### config.mk
export PLATFORM = sky130hd
export DESIGN_NAME = accel_poll_sequencer
export DESIGN_NICKNAME = d
export VERILOG_FILES = /design/src/rtl/accel_seq_pkg.sv /design/src/rtl/accel_poll_sequencer_poll_tick_gen.sv /design/src/rtl/accel_poll_sequencer.sv
export SDC_FILE = /design/constraint.sdc
export NUM_CORES = 1
export LEC_CHECK = 0
export CAP_MARGIN = 20
export CORE_ASPECT_RATIO = 1.2
export CORE_UTILIZATION = 32
export DETAILED_ROUTE_END_ITERATION = 8
export DONT_BUFFER_PORTS = 1
export MAX_ROUTING_LAYER = met4
export PLACE_DENSITY = 0.48
export SETUP_SLACK_MARGIN = 0.2
export SYNTH_ARGS = -nofsm -noshare
export SYNTH_HDL_FRONTEND = slang
export SYNTH_SLANG_ARGS = --single-unit
### constraint.sdc
create_clock -name clk -period 2.35 [get_ports clk]
set_input_delay 0.1175 -clock clk [delete_from_list [all_inputs] [get_ports clk]]
set_output_delay 0.1175 -clock clk [all_outputs]
set_load 0.02 [all_outputs]
### src/rtl/accel_seq_pkg.sv
// Shared definitions for the ADXL345 poll sequencer.
// Holds the sequencer state encoding, the accelerometer register map used by the
// sequencer, the configuration values written after reset and the expected DEVID.
// Optional feature macro: ACCEL_SEQ_DEVID_CHECK_EN adds the DEVID check states.
package accel_seq_pkg;

  typedef enum logic [3:0] {
    CFG_ISSUE,
    CFG_WAIT,
    POLL_IDLE,
    RD_ISSUE,
    RD_WAIT,
    PUBLISH
`ifdef ACCEL_SEQ_DEVID_CHECK_EN
    ,
    ID_ISSUE,
    ID_WAIT,
    CFG_ERR
`endif
  } seq_state_t;

`ifdef ACCEL_SEQ_DEVID_CHECK_EN
  localparam seq_state_t RESET_STATE = ID_ISSUE;
`else
  localparam seq_state_t RESET_STATE = CFG_ISSUE;
`endif

  localparam logic [7:0] REG_DEVID       = 8'h00;
  localparam logic [7:0] REG_POWER_CTL   = 8'h2D;
  localparam logic [7:0] REG_DATA_FORMAT = 8'h31;
  localparam logic [7:0] REG_DATAX0      = 8'h32;

  localparam logic [7:0] CFG_DATA_FORMAT = 8'h08;  // full resolution, +/-2 g
  localparam logic [7:0] CFG_POWER_CTL   = 8'h08;  // measure mode
  localparam logic [7:0] DEVID_VALUE     = 8'hE5;

  localparam logic [2:0] LAST_BYTE = 3'd5;

  // Configuration step k: 0 -> DATA_FORMAT, 1 -> POWER_CTL.
  function automatic logic [7:0] cfg_reg(input logic k);
    return k ? REG_POWER_CTL : REG_DATA_FORMAT;
  endfunction

  function automatic logic [7:0] cfg_val(input logic k);
    return k ? CFG_POWER_CTL : CFG_DATA_FORMAT;
  endfunction

endpackage

### src/rtl/accel_poll_sequencer_poll_tick_gen.sv
// poll_tick_gen: free-running poll-period timer.
// Counts 0..POLL_CYCLES-1 while enable is high and wraps; tick is high for the
// single cycle in which the counter sits at its last value (the wrap cycle).
// Ports: clk, rst (sync, active high), enable, tick.
module poll_tick_gen #(
  parameter int unsigned POLL_CYCLES = 500
) (
  input  logic clk,
  input  logic rst,
  input  logic enable,
  output logic tick
);

  localparam int unsigned CW = (POLL_CYCLES > 1) ? $clog2(POLL_CYCLES) : 1;
  localparam logic [CW-1:0] LAST = CW'(POLL_CYCLES - 1);

  logic [CW-1:0] count;

  // NOTE: sequential state is written with non-blocking assignments only, so
  // every flop samples pre-edge values regardless of block ordering.
  always_ff @(posedge clk) begin
    if (rst) begin
      count <= '0;
    end else if (enable) begin
      count <= (count == LAST) ? '0 : count + 1'b1;
    end
  end

  assign tick = enable && (count == LAST);

endmodule

### src/rtl/accel_poll_sequencer.sv
// accel_poll_sequencer: owns the single-register I2C controller and drives the
// ADXL345. After reset it writes DATA_FORMAT then POWER_CTL, then reads the six
// data registers every POLL_CYCLES cycles and publishes signed X/Y/Z samples.
// Ports:
//   clk, rst                 system clock, synchronous active-high reset
//   i2c_dev_addr/reg_addr/r_w/write_data/start   request to the controller
//   i2c_ready/finished/read_data                 response from the controller
//   accel_x/y/z, sample_valid                    published sample set
//   cfg_done, overrun, busy, devid_err           status
// Optional feature macro: ACCEL_SEQ_DEVID_CHECK_EN (DEVID read before configuring;
// devid_err is tied low when undefined).
module accel_poll_sequencer
  import accel_seq_pkg::*;
#(
  parameter int         SYS_CLK_SPEED = 50000000,
  parameter int         POLL_HZ       = 100,
  parameter logic [6:0] DEV_ADDR      = 7'h1D
) (
  input  logic        clk,
  input  logic        rst,
  output logic [6:0]  i2c_dev_addr,
  output logic [7:0]  i2c_reg_addr,
  output logic        i2c_r_w,
  output logic [7:0]  i2c_write_data,
  output logic        i2c_start,
  input  logic        i2c_ready,
  input  logic        i2c_finished,
  input  logic [7:0]  i2c_read_data,
  output logic [15:0] accel_x,
  output logic [15:0] accel_y,
  output logic [15:0] accel_z,
  output logic        sample_valid,
  output logic        cfg_done,
  output logic        overrun,
  output logic        busy,
  output logic        devid_err
);

  localparam int unsigned POLL_CYCLES = SYS_CLK_SPEED / POLL_HZ;

  seq_state_t  state, state_d;
  logic        k, k_d;
  logic [2:0]  n, n_d;
  logic        pending, tick;
  logic [47:0] shadow;
  logic        start_d, req_load, req_rw_d, capture, publish;
  logic        set_cfg_done, clr_pending, set_devid_err;
  logic [7:0]  req_addr_d, req_data_d;

  poll_tick_gen #(.POLL_CYCLES(POLL_CYCLES)) u_tick (
    .clk    (clk),
    .rst    (rst),
    .enable (cfg_done),
    .tick   (tick)
  );

  always_ff @(posedge clk) begin
    if (rst) state <= RESET_STATE;
    else     state <= state_d;
  end

  // NOTE: every signal assigned here gets a default first, so no path through
  // the case statement can leave one unassigned and infer a latch.
  always_comb begin
    state_d       = state;
    k_d           = k;
    n_d           = n;
    start_d       = 1'b0;
    req_load      = 1'b0;
    req_addr_d    = 8'h00;
    req_rw_d      = 1'b0;
    req_data_d    = 8'h00;
    capture       = 1'b0;
    publish       = 1'b0;
    set_cfg_done  = 1'b0;
    clr_pending   = 1'b0;
    set_devid_err = 1'b0;
    case (state)
`ifdef ACCEL_SEQ_DEVID_CHECK_EN
      ID_ISSUE: if (i2c_ready) begin
        start_d    = 1'b1;
        req_load   = 1'b1;
        req_addr_d = REG_DEVID;
        req_rw_d   = 1'b1;
        state_d    = ID_WAIT;
      end
      ID_WAIT: if (i2c_finished) begin
        if (i2c_read_data == DEVID_VALUE) begin
          state_d = CFG_ISSUE;
        end else begin
          set_devid_err = 1'b1;
          state_d       = CFG_ERR;
        end
      end
      CFG_ERR: state_d = CFG_ERR;
`endif
      CFG_ISSUE: if (i2c_ready) begin
        start_d    = 1'b1;
        req_load   = 1'b1;
        req_addr_d = cfg_reg(k);
        req_data_d = cfg_val(k);
        state_d    = CFG_WAIT;
      end
      CFG_WAIT: if (i2c_finished) begin
        if (k) begin
          set_cfg_done = 1'b1;
          state_d      = POLL_IDLE;
        end else begin
          k_d     = 1'b1;
          state_d = CFG_ISSUE;
        end
      end
      POLL_IDLE: if (pending) begin
        clr_pending = 1'b1;
        n_d         = 3'd0;
        state_d     = RD_ISSUE;
      end
      RD_ISSUE: if (i2c_ready) begin
        start_d    = 1'b1;
        req_load   = 1'b1;
        req_addr_d = REG_DATAX0 + {5'd0, n};
        req_rw_d   = 1'b1;
        state_d    = RD_WAIT;
      end
      RD_WAIT: if (i2c_finished) begin
        capture = 1'b1;
        if (n == LAST_BYTE) begin
          publish = 1'b1;
          state_d = PUBLISH;
        end else begin
          n_d     = n + 3'd1;
          state_d = RD_ISSUE;
        end
      end
      PUBLISH: state_d = POLL_IDLE;
      default: state_d = RESET_STATE;
    endcase
  end

  always_ff @(posedge clk) begin
    if (rst) begin
      k              <= 1'b0;
      n              <= 3'd0;
      i2c_start      <= 1'b0;
      i2c_reg_addr   <= 8'h00;
      i2c_r_w        <= 1'b0;
      i2c_write_data <= 8'h00;
      // NOTE: the shadow bytes are reset on purpose: an interrupted read set
      // must never leak stale bytes into a later publish.
      shadow         <= '0;
      accel_x        <= 16'h0000;
      accel_y        <= 16'h0000;
      accel_z        <= 16'h0000;
      cfg_done       <= 1'b0;
      pending        <= 1'b0;
      overrun        <= 1'b0;
    end else begin
      k         <= k_d;
      n         <= n_d;
      i2c_start <= start_d;
      // Request fields are loaded only on issue, so they hold until finished.
      if (req_load) begin
        i2c_reg_addr   <= req_addr_d;
        i2c_r_w        <= req_rw_d;
        i2c_write_data <= req_data_d;
      end
      if (capture) shadow[{n, 3'b000} +: 8] <= i2c_read_data;
      // The sixth byte bypasses its shadow so the new set appears in the
      // PUBLISH cycle, together with sample_valid.
      if (publish) begin
        accel_x <= {shadow[15:8],  shadow[7:0]};
        accel_y <= {shadow[31:24], shadow[23:16]};
        accel_z <= {i2c_read_data, shadow[39:32]};
      end
      if (set_cfg_done) cfg_done <= 1'b1;
      // A tick wins over a same-cycle clear, so that tick is never lost.
      if (set_cfg_done || tick) pending <= 1'b1;
      else if (clr_pending)     pending <= 1'b0;
      if (tick && pending) overrun <= 1'b1;
    end
  end

`ifdef ACCEL_SEQ_DEVID_CHECK_EN
  always_ff @(posedge clk) begin
    if (rst)                devid_err <= 1'b0;
    else if (set_devid_err) devid_err <= 1'b1;
  end
`else
  assign devid_err = 1'b0;
`endif

  assign i2c_dev_addr = DEV_ADDR;
  assign sample_valid = (state == PUBLISH);
  assign busy         = (state == CFG_WAIT) || (state == RD_WAIT)
`ifdef ACCEL_SEQ_DEVID_CHECK_EN
                        || (state == ID_WAIT)
`endif
                        ;

endmodule

# After elaboration in Yosys (flattened, before gate mapping)
# Index checks and enable logic that the tools add are counted.
[totals] regBits=144 input_bits=12 word_cells=80 out_inout_bits=78
[op_classes] shift=2 n_mux=35 add_sub_neg=4 eq_ne=13 n_reduce_logical=11
[op_table] op="$bwmux 48" count=1
[op_table] op="$shift 8x8->48 const A" count=1
[op_table] op="$shiftx 8x8->48" count=1
[op_table] op="$mux 4" count=7
[op_table] op="$pmux 4 s6" count=1
[op_table] op="$add 19x1->19 const B" count=1
[op_table] op="$eq 19x19->1 const B" count=1
[op_table] op="$mux 19" count=1
[op_table] op="$mux 1" count=15
[op_table] op="$pmux 7 s2" count=1
[op_table] op="$mux 3" count=4
[op_table] op="$ne 2x2->1 const B" count=6
[op_table] op="$eq 4x2->1 const B" count=2
[op_table] op="$eq 4x3->1 const B" count=2
[op_table] op="$neg 6->8" count=1
[op_table] op="$add 6x3->7 const A" count=1
[op_table] op="$mux 7" count=1
[op_table] op="$mux 6" count=1
[op_table] op="$pmux 3 s2" count=1
[op_table] op="$mux 5" count=1
[op_table] op="$reduce_and 5->1" count=1
[op_table] op="$eq 4x1->1 const B" count=1
[op_table] op="$logic_not 4->1" count=1
[op_table] op="$reduce_and 4->1" count=1
[op_table] op="8 further kinds" count=11

# Longest topological paths before layout
# Gate-level depths: netlist of run 1.
[depth] word_depth=5 mapped_depth=9 ltp_nobuf=7

# Modules after synthesis
# From an unflattened synthesis of run 1, not the netlist that was laid out.
[hier_totals] cells_unflattened=605 area_unflattened_um2=5437.7
[by_module_without_submodules] module="accel_poll_sequencer" instances=1 area_each_um2=4536.9 cells_each=502
[by_module_without_submodules] module="poll_tick_gen" instances=1 area_each_um2=900.9 cells_each=103

# Worst setup path after synthesis of run 1
# Ideal clock, no wire load.
[synth_timing] path_kind="register -> register" from="reg n[0]" to="reg shadow[4]" n_path_buf=1 stages_incl_launch_ff=9 slack_ns=0.019 arrival_time_ns=2.203 cell_sequence="dfxtp_1 -> clkbuf_1 -> inv_1 -> ha_1 -> ha_1 -> nand3b_1 -> nor4_4 -> mux2i_1 -> nor2_1"
[synth_between] elab_chain_len=3 elab_cells_between_ends=4
[synth_lines] item="start: declaration" line_no="accel_poll_sequencer.sv:43" source="logic [2:0] n, n_d;"
[synth_lines] item="start signal: assignment" line_no="accel_poll_sequencer.sv:159" source="n <= n_d;"
[synth_lines] item="$neg 6->8 *" line_no="accel_poll_sequencer.sv:167" source="if (capture) shadow[{n, 3'b000} +: 8] <= i2c_read_data;"
[synth_lines] item="$shiftx 8x8->48 or $shift 8x8->48 (tied branches)" line_no="accel_poll_sequencer.sv:167"
[synth_lines] item="$bwmux 48 *" line_no="accel_poll_sequencer.sv:167"
[synth_lines] item="end signal: indexed assignment" line_no="accel_poll_sequencer.sv:167"
[synth_lines] item="end: declaration" line_no="accel_poll_sequencer.sv:45" source="logic [47:0] shadow;"
# Mark *: on every way between the ends. The rest lies on a longest branch, timed or not.
# A chain may end at the register's enable or synchronous reset.

# Worst setup path in the final report of run 1
[layout_timing] from="reg state[1]" to="reg accel_z[2]"
[layout_between] elab_chain_len=2
[layout_lines] item="start: declaration" line_no="accel_poll_sequencer.sv:41" source="seq_state_t state, state_d;"
[layout_lines] item="start signal: assignment" line_no="accel_poll_sequencer.sv:59" source="else state <= state_d;"
[layout_lines] item="$eq 4x3->1" line_no="accel_poll_sequencer.sv:78" source="case (state)"
[layout_lines] item="$mux 1" line_no="accel_poll_sequencer.sv:78"
[layout_lines] item="end signal: assignment" line_no="accel_poll_sequencer.sv:173" source="accel_z <= {i2c_read_data, shadow[39:32]};"
[layout_lines] item="end: declaration" line_no="accel_poll_sequencer.sv:31" source="output logic [15:0] accel_z,"
# Every way passes these cells.

==> results of run 1 <==
-- per-layer routing --
| layer | global-route usage [%] | part of all wire, % |
|---|---|---|
| met5 | - | 0 |
| met4 | 7.692 | 1.7 |
| met3 | 5.259 | 5.2 |
| met2 | 27.24 | 50 |
| met1 | 18.92 | 43 |
-- logic make-up after synthesis --
| family | Yosys count | share of synthesized area, % |
|---|---|---|
| buffers and inverters | 59 | 5.836 |
| other | 2 | 0.1460 |
| muxes | 37 | 7.223 |
| and+or+nand+nor | 252 | 22.52 |
| adders and majority gates | 8 | 1.946 |
| DFF | 126 | 49.03 |
| AOI/OAI and AO/OA | 92 | 10.24 |
| xor gates and xnor gates | 18 | 3.064 |
-- state kept, by name, indices dropped and copies added (netlist names) --
signal / count
pending: 1
k: 1
accel_z: 16
cfg_done: 1
accel_y: 16
state: 3
i2c_write_data: 1
i2c_start: 1
overrun: 1
i2c_r_w: 1
shadow: 40
accel_x: 16
i2c_reg_addr: 6
n: 3
u_tick.count: 19
-- final cells by class --
cell class	instances	area (um2)
Tap cell	208	260.3
Fill cell	1590	9190
Clock inverter	13	187.7
Sequential cell	126	2529
Multi-Input combinational cell	424	2440
Inverter	8	30.03
Clock buffer	19	452.9
Timing Repair Buffer	53	550.5
-- power breakdown --
part / total, mW / leakage, nW / internal (mW) / switching (mW)
sequential: 2.25 / 1.02 / 2.19 / 0.0648
combinational: 0.467 / 0.994 / 0.197 / 0.270
clock: 2.82 / 0.311 / 1.84 / 0.986
total: 5.54 / 2.32 / 4.22 / 1.32
-- worst paths after layout --
check,to,cells past startpoint
worst max-delay path,accel_z[2],7
worst min-delay path,u_tick.count[16],2
worst max register to register,accel_z[2],7
worst min register to register,shadow[26],2
-- layout by cell type, fill, tap and decap left out, types with 2 or more instances in the layout --
| cell type | synthesis | layout |
|---|---|---|
| nor4_1 | 5 | 5 |
| nand4_1 | 7 | 7 |
| nand2_1 | 121 | 120 |
| xnor2_1 | 14 | 14 |
| mux2i_1 | 36 | 36 |
| o21a_1 | 2 | 2 |
| nand2b_1 | 7 | 6 |
| a21oi_1 | 67 | 67 |
| nor4b_2 | 1 | 2 |
| bufinv_16 | 0 | 4 |
| conb_1 | 2 | 17 |
| buf_12 | 0 | 2 |
| ha_1 | 8 | 6 |
| xor2_1 | 4 | 4 |
| a31oi_1 | 3 | 3 |
| a32oi_1 | 2 | 2 |
| inv_1 | 8 | 7 |
| clkinv_4 | 0 | 3 |
| dfxtp_1 | 126 | 123 |
| o21ai_0 | 8 | 8 |
| nor2_1 | 67 | 66 |
| nand3b_1 | 2 | 2 |
| o22ai_1 | 3 | 3 |
| dfxtp_2 | 0 | 2 |
| or3_1 | 3 | 3 |
| nor4_2 | 2 | 2 |
| nand3_1 | 12 | 10 |
| or4_1 | 3 | 3 |
| clkbuf_8 | 0 | 2 |
| nor2b_1 | 6 | 5 |
| buf_4 | 17 | 13 |
| clkinv_2 | 0 | 3 |
| nor3_1 | 4 | 4 |
| clkinvlp_4 | 0 | 2 |
| and3_1 | 2 | 2 |
| clkbuf_16 | 0 | 18 |
| nand3_2 | 0 | 2 |
| dlygate4sd3_1 | 0 | 36 |
-- worst max-delay path: cells and delay by family, from the launching register on --
| kind | cells | cell delay, ps |
|---|---|---|
| flops | 1 | 320 |
| buf+inv | 3 | 980 |
| simple gates | 3 | 570 |
| compound gates | 1 | 130 |
-- timing repair --
item,in CTS,in global routing
setup buffers,0,1
hold buffers,37,0
resized for setup,0,9
setup endpoints to repair,0,49
hold endpoints to repair,110,0
==> results by group, run 1 <==
Outcome
  – Status: complete, no violations

Power and ir drop
  – PD cells: 859.1 nW/um2
  – Leakage: 2.323 nW
  – Total Power: 5.541 mW
  – VDD IR max: 376.9 uV

Global route
  – Grt ovf: 0
  – Pin count of the biggest net entering global routing: 83
  – Vias in the first global route: 4136
  – Antenna violations before repair: 0
  – Wire length of the first global-routing pass: 21230 um
  – Overall routing resource usage: 16.81%

Floorplan
  – Die span in x: 117.8 um
  – Initial core utilization: 32.90%
  – # rows: 50
  – Core ar.: 15640 um2
  – DIE AREA: 16590 um2
  – Io pins: 90
  – Chip height: 140.9 um

Hold path
  – Min-delay src: rst
  – Hold Crit Class: in2reg

CTS
  – Num CTS Buffers: 17
  – H-tree depth: 4
  – Clock-pin transition on the worst setup and hold timing paths: 60 ps
  – Worst-skew pair later-pin latency: 410 ps
  – CTS max path bufs: 2
  – CTS tree: built
  – CTS Sinks: 126
  – Root Buffer: clkbuf_16

Route
  – Avg WL per Cell: 15.20 um
  – Total number of vias: 4067
  – Initial DRC count: 174
  – Via density: 4.779
  – Antenna-violating nets left: 0
  – WL final: 12940 um
  – Router iterations before antenna repair: 4
  – Drt drc: 0

STA
  – Setup TNS: 0 ps
  – Final Max Slew Viols: 0
  – Final hold viol count: 0
  – Worst Setup Slack, final: 282.8 ps
  – Setup Viol. Count Final: 0
  – RSZ-0062 raised after global routing: true
  – Min cycle time layout: 2067 ps
  – Worst hold slack: 20.52 ps
  – Fmax: 483.8 MHz
  – Clock skew: 8.093 ps
  – Final Cycle Share: 87.96%

Setup path
  – Critical path data required time: 2700 ps
  – CP max stage delay: 580 ps
  – R2R setup slack: 280 ps
  – WP data arrival: 2420 ps
  – Startpoint Class: flop
  – Critical Path Source: state[1]
  – Worst setup EP type: flop
  – RR Startpoint: state[1]
  – Crit path max fanout: 24
  – WS Path Type: reg2reg
  – CP Cell Sequence: nand4bb_2 > buf_4 > nor2_4 > buf_12 > nand2_1 > a21oi_1 > dlygate4sd3_1
  – Crit path max-delay cell type: dlygate4sd3_1

Logic synthesis
  – Fraction of registers with async set/reset: 0%
  – Synth cell types: 49
  – Main flop type after synthesis: dfxtp_1
  – Top post-synthesis cells by area: dfxtp_1, nand2_1, mux2i_1
  – Most frequent cells after synthesis: dfxtp_1, nand2_1, a21oi_1, nor2_1, mux2i_1
  – Syn Area/Cell: 8.662 um2
  – Synth Register Bits: 126
  – Post-synth top area share: 49.03%
  – Synth Warn #: 0
  – EDFF count, synth: 0
  – Register area share after synthesis: 49.03%
  – Synth area leader: dfxtp_1
  – Area of the mapped netlist: 5145 um2
  – Post-Synthesis Cells: 594
  – Most common cell in the netlist: dfxtp_1

Placed design
  – Dpl cells: 780
  – Placed cell area: 5356 um2
  – Final HPWL from detailed placement: 8030 um
  – Number of buffers inserted by port buffering: 0
  – Dpl ws: 230.1 ps
  – Placer Congestion: 0.8225

Cells and area
  – Cell area after layout: 6450 um2
  – Finished Layout Cells: 851
  – Layout area overhead: 25.36%
  – Ant diodes: 0
  – Post-Route Utilization: 41.24%
  – NumNets Final: 650
  – Proportion of layout cells with a drive suffix above 1: 11.51%

Job
  – # Max-Cap Violations: 0
(Power assumes the default switching activity.)
==> inputs of run 2 (changes only) <==
--- a/config.mk
+++ b/config.mk
@@ -11,8 +11,9 @@
 export DETAILED_ROUTE_END_ITERATION = 8
 export DONT_BUFFER_PORTS = 1
 export MAX_ROUTING_LAYER = met4
-export PLACE_DENSITY = 0.48
+export RECOVER_POWER = 100
 export SETUP_SLACK_MARGIN = 0.2
 export SYNTH_ARGS = -nofsm -noshare
 export SYNTH_HDL_FRONTEND = slang
+export SYNTH_HIERARCHICAL = 1
 export SYNTH_SLANG_ARGS = --single-unit
==> results by group, run 2 <==
Outcome
  – Status: complete, no violations

CTS
  – Root Buffer: clkbuf_16
  – Clock-pin transition on the worst setup and hold timing paths: 50 ps
  – CTS tree: built
  – Worst-skew pair later-pin latency: 420 ps
  – H-tree depth: 4
  – CTS Sinks: 126
  – Num CTS Buffers: 17
  – Setup bufs post-CTS: 0
  – CTS max path bufs: 2

Cells and area
  – Post-Route Utilization: 37.77%
  – Ant diodes: 0
  – Cell area after layout: 6193 um2
  – Commonest cells after routing, fill and taps aside: dfxtp_1, a21oi_1, nand2_1
  – Layout area overhead: 13.90%
  – Largest reg by FF count: shadow
  – Most common cell after layout, fill and taps aside: dfxtp_1
  – Max reg flops: 40
  – Proportion of layout cells with a drive suffix above 1: 10.23%
  – NumNets Final: 623
  – Largest registers: shadow: 40 flops, u_tick/count: 19 flops

Floorplan
  – Io pins: 90
  – DIE AREA: 17520 um2
  – Initial core utilization: 33.16%
  – Core ar.: 16400 um2
  – Chip height: 144.8 um
  – # rows: 51
  – Die span in x: 121 um

Power and ir drop
  – Switching part of the total power: 24.93%
  – Leakage: 2.313 nW
  – VDD IR max: 503.5 uV
  – Internal power: 3.710 mW
  – Combinational Power Share: 5.0%
  – PD cells: 797.9 nW/um2
  – Clock Power Share: 50.4%
  – Switch Pwr: 1.232 mW
  – Sequential power share: 44.7%

Global route
  – Antenna violations before repair: 0
  – Wire length of the first global-routing pass: 21680 um
  – Pin count of the biggest net entering global routing: 63
  – Vias in the first global route: 4233
  – Overall routing resource usage: 16.73%
  – Grt ovf: 0

Setup path
  – Crit path max fanout: 16
  – WS Path Type: reg2reg
  – CP Cell Sequence: and4bb_1 > clkbuf_2 > nand3_1 > a21oi_1
  – R2R setup slack: 300 ps
  – Critical path data required time: 2700 ps
  – WP data arrival: 2400 ps
  – Worst setup EP type: flop
  – Crit path max-delay cell type: and4bb_1
  – CP max stage delay: 800 ps
  – Startpoint Class: flop

Hold path
  – Hold Crit Class: in2reg

Placed design
  – Final HPWL from detailed placement: 9031 um
  – Placer Congestion: 0.8026
  – Placed cell area: 5515 um2
  – Number of buffers inserted by port buffering: 0

Logic synthesis
  – Register area share after synthesis: 46.39%
  – Post-synth top area share: 46.39%
  – EDFF count, synth: 0
  – Post-Synthesis Cells: 605
  – Main flop type after synthesis: dfxtp_1
  – Synth Register Bits: 126
  – Synth Warn #: 6
  – Syn Area/Cell: 8.988 um2
  – Fraction of registers with async set/reset: 0%
  – Most frequent cells after synthesis: dfxtp_1, a21oi_1, nand2_1
  – Synth area leader: dfxtp_1
  – Synth cell types: 55
  – Most common cell in the netlist: dfxtp_1
  – Area of the mapped netlist: 5438 um2
  – Top post-synthesis cells by area: dfxtp_1, mux2i_1, a21oi_1

Route
  – Drt drc: 0
  – Via density: 5.202
  – Antenna-violating nets left: 0
  – WL final: 13720 um
  – Total number of vias: 4307
  – Router iterations before antenna repair: 6
  – Avg WL per Cell: 16.57 um
  – Initial DRC count: 252

Job
  – # Max-Cap Violations: 0

STA
  – Final Cycle Share: 87.17%
  – Clock skew: 7.564 ps
  – Fmax: 488.1 MHz
  – Final hold viol count: 0
  – Min cycle time layout: 2049 ps
  – Worst slew margin: 52.74%
  – Final Max Slew Viols: 0
  – Setup TNS: 0 ps
  – Setup Viol. Count Final: 0
  – RSZ-0062 raised after global routing: false
  – Worst slew pin tran: 709.0 ps
run 2: cell types whose count changed after synthesis, moves of 5 or more:
cell / previous run / this run
a21oi_1: 67 / 62
buf_2: 6 / 11
buf_6: 1 / 6
inv_1: 8 / 14
mux2i_1: 36 / 44
nand2_1: 121 / 60
nand2b_1: 7 / 2
nand3_1: 12 / 50
nor2_1: 67 / 32
o21ai_0: 8 / 51
o221a_2: 0 / 5
run 2: final cells by class:
class                           count  area, um2
Fill cell                        1622      10210
Multi-Input combinational cell    416       2552
Sequential cell                   126       2522
Clock buffer                       17      425.4
Tap cell                          212      265.3
Timing Repair Buffer               28      240.2
Clock inverter                     15      135.1
Inverter                           14      52.55
run 2: path summary, 6_finish.rpt:
kind | endpoint | cells past startpoint | from
setup / recovery | accel_x[11] | 4 | state[1]
hold / removal | i2c_reg_addr[5] | 2 | rst
setup reg to reg | accel_x[11] | 4 | state[1]
hold reg to reg | shadow[6] | 2 | shadow[6]
run 2: what timing repair did:
item	4_1_cts	5_1_grt
endpoints found under the setup margin	0	17
hold buffers	11	0
gates resized for setup	0	2
endpoints found under the hold margin	71	0
run 2: per-layer routing:
metal	vias up	global-route usage, %	part of all wire, %
met4	0	9.097	3.0
li1	2087	-	-
met3	26	6.466	6.1
met1	2082	16.94	39
met2	112	27.88	52
met5	-	-	0
run 2: worst max-delay path: cells and delay by family, from the launching register on:
| kind | cells | cell delay (ps) |
|---|---|---|
| AO/OA/AOI/OAI | 1 | 150 |
| buffers and inverters | 1 | 410 |
| flip-flops | 1 | 430 |
| AND/OR/NAND/NOR | 2 | 970 |
run 2: stage by stage:
step                      worst slack (ps)  power, mW  hold WS (ps)  instances
after floorplan                      403.4      2.453         189.9        620
final                                301.4      4.942         18.28        828
after detailed placement             282.0      2.461         201.4        785
after global placement               426.0      2.452         192.4        785
after global routing                 137.5      5.114         16.54        828
after CTS                            255.7      4.983         2.370        828
run 2: power groups by stage:
stage / Combinational [mW] / Clock (mW) / Sequential [mW]
detailed placement: 0.208 / 0 / 2.25
finish: 0.247 / 2.49 / 2.21
floorplan: 0.210 / 0 / 2.24
CTS: 0.248 / 2.53 / 2.21
global placement: 0.200 / 0 / 2.25
global route: 0.269 / 2.64 / 2.21
run 2: logic make-up (layout without fill, tap and decap cells):
family	Yosys count	count (layout)	synth area share, %
AO/OA/AOI/OAI	137	137	14.22
XOR/XNOR	17	17	2.738
adder cells (fa/ha/maj)	8	8	1.841
buffers and inverters	78	74	7.800
flip-flops	126	126	46.39
multiplexers	46	46	8.514
other	2	17	0.1381
AND/OR/NAND/NOR	191	191	18.36
==> inputs of run 3 (changes only) <==
--- a/config.mk
+++ b/config.mk
@@ -11,6 +11,7 @@
 export DETAILED_ROUTE_END_ITERATION = 8
 export DONT_BUFFER_PORTS = 1
 export MAX_ROUTING_LAYER = met4
+export PLACE_DENSITY = 0.52
 export RECOVER_POWER = 100
 export SETUP_SLACK_MARGIN = 0.2
 export SYNTH_ARGS = -nofsm -noshare
==> results by group, run 3 (same netlist as run 2, synthesis figures left out) <==
Outcome
  – Status: complete, no violations

Cells and area
  – Largest reg by FF count: shadow
  – Cell area after layout: 6254 um2
  – Proportion of layout cells with a drive suffix above 1: 10.03%
  – Max reg flops: 40
  – Most common cell after layout, fill and taps aside: dfxtp_1
  – Commonest cells after routing, fill and taps aside: dfxtp_1, a21oi_1, nand2_1
  – NumNets Final: 625
  – Ant diodes: 0
  – Largest registers: shadow: 40 flops, u_tick/count: 19 flops
  – Layout area overhead: 15.00%

Global route
  – Pin count of the biggest net entering global routing: 62
  – Wire length of the first global-routing pass: 22050 um
  – Overall routing resource usage: 16.90%
  – Grt ovf: 0
  – Vias in the first global route: 4292
  – Antenna violations before repair: 0

STA
  – Setup TNS: 0 ps
  – Final Max Slew Viols: 0
  – Worst slew margin: 41.66%
  – Setup Viol. Count Final: 0
  – Clock skew: 7.165 ps
  – Final Cycle Share: 87.88%
  – Fmax: 484.2 MHz
  – Min cycle time layout: 2065 ps
  – Worst hold slack: 18.62 ps
  – Worst slew pin tran: 875.2 ps
  – RSZ-0062 raised after global routing: false
  – Final hold viol count: 0

CTS
  – CTS Sinks: 126
  – Root Buffer: clkbuf_16
  – Num CTS Buffers: 17
  – CTS tree: built
  – Clock-pin transition on the worst setup and hold timing paths: 60 ps
  – Worst-skew pair later-pin latency: 420 ps
  – H-tree depth: 4
  – CTS max path bufs: 2

Power and ir drop
  – Leakage: 2.343 nW
  – Total Power: 5.115 mW
  – VDD IR max: 463.5 uV
  – PD cells: 817.9 nW/um2

Floorplan
  – Core ar.: 16400 um2
  – # rows: 51
  – Initial core utilization: 33.16%
  – DIE AREA: 17520 um2
  – Chip height: 144.8 um
  – Die span in x: 121 um
  – Io pins: 90

Route
  – Drt drc: 0
  – WL final: 13580 um
  – Total number of vias: 4311
  – Router iterations before antenna repair: 4
  – Avg WL per Cell: 16.36 um
  – Antenna-violating nets left: 0
  – Via density: 5.194
  – Initial DRC count: 207

Setup path
  – Startpoint Class: flop
  – Critical path data required time: 2690 ps
  – CP Cell Sequence: inv_1 > ha_1 > ha_1 > nor3b_1 > and4_2 > mux2i_1
  – WP data arrival: 2410 ps
  – WS Path Type: reg2reg
  – CP bufs+invs: 1
  – CP max stage delay: 450 ps
  – Worst setup EP type: flop
  – Crit path max-delay cell type: and4_2
  – Delay-heaviest family, CP: simple AND/OR/NAND/NOR gates
  – Crit path max fanout: 8
  – R2R setup slack: 280 ps
  – Crit-path most repeated cell: ha_1

Placed design
  – Final HPWL from detailed placement: 9049 um
  – Placed cell area: 5533 um2
  – Number of buffers inserted by port buffering: 0
  – Placer Congestion: 0.8429

Job
  – # Max-Cap Violations: 0

Hold path
  – Hold Crit Class: in2reg
[run 3: cell types whose count changed in the layout (fill, tap and decap cells not counted), sizes merged]
cell         previous run  this run
buf                    13        11
dlygate4sd3            10        12
clkbuf                 22        24
clkinv                  5         3
inv                    19        22
clkinvlp                4         2
bufinv                  1         2
[run 3: area by class of cell]
cell class,count,area [um2]
clock buffer,17,425.4
clock inverter,15,173.9
fill,1640,10150
inverter,14,52.55
multi-input combinational,416,2551
sequential,126,2522
tap,212,265.3
timing repair buffer,30,262.8
[run 3: path summary, 6_finish.rpt]
kind | start | end | cells after the start
worst max-delay path | n[1] | shadow[21] | 6
worst min-delay path | i2c_read_data[6] | shadow[14] | 2
worst max register to register | n[1] | shadow[21] | 6
worst min register to register | shadow[22] | shadow[22] | 2
[run 3: metrics by stage]
stage	instances	setup WS, ps	utilization [%]
global route	830	135.6	38.13
CTS	830	216.9	38.29
finish	830	284.8	38.13
detailed placement	785	362.1	33.74
floorplan	620	403.4	-
global placement	785	417.6	33.74
[run 3: per-layer routing]
| layer | GRT usage [%] | share of wire (%) |
|---|---|---|
| met1 | 17.14 | 41 |
| met2 | 29.35 | 51 |
| met3 | 5.839 | 5.6 |
| met4 | 7.667 | 2.5 |
| met5 | - | 0 |
[run 3: report_power, final]
| part | switching, mW | leakage, nW | internal, mW |
|---|---|---|---|
| sequential | 0.0441 | 1.02 | 2.16 |
| clock | 1.07 | 0.288 | 1.59 |
| combinational | 0.160 | 1.04 | 0.0891 |
| total | 1.27 | 2.34 | 3.84 |
[run 3: timing repair]
action / in CTS / in global routing
hold buffers: 13 / 0
endpoints found under the setup margin: 0 / 1
gates resized for setup: 0 / 3
setup buffers: 0 / 0
hold endpoints to repair: 65 / 0
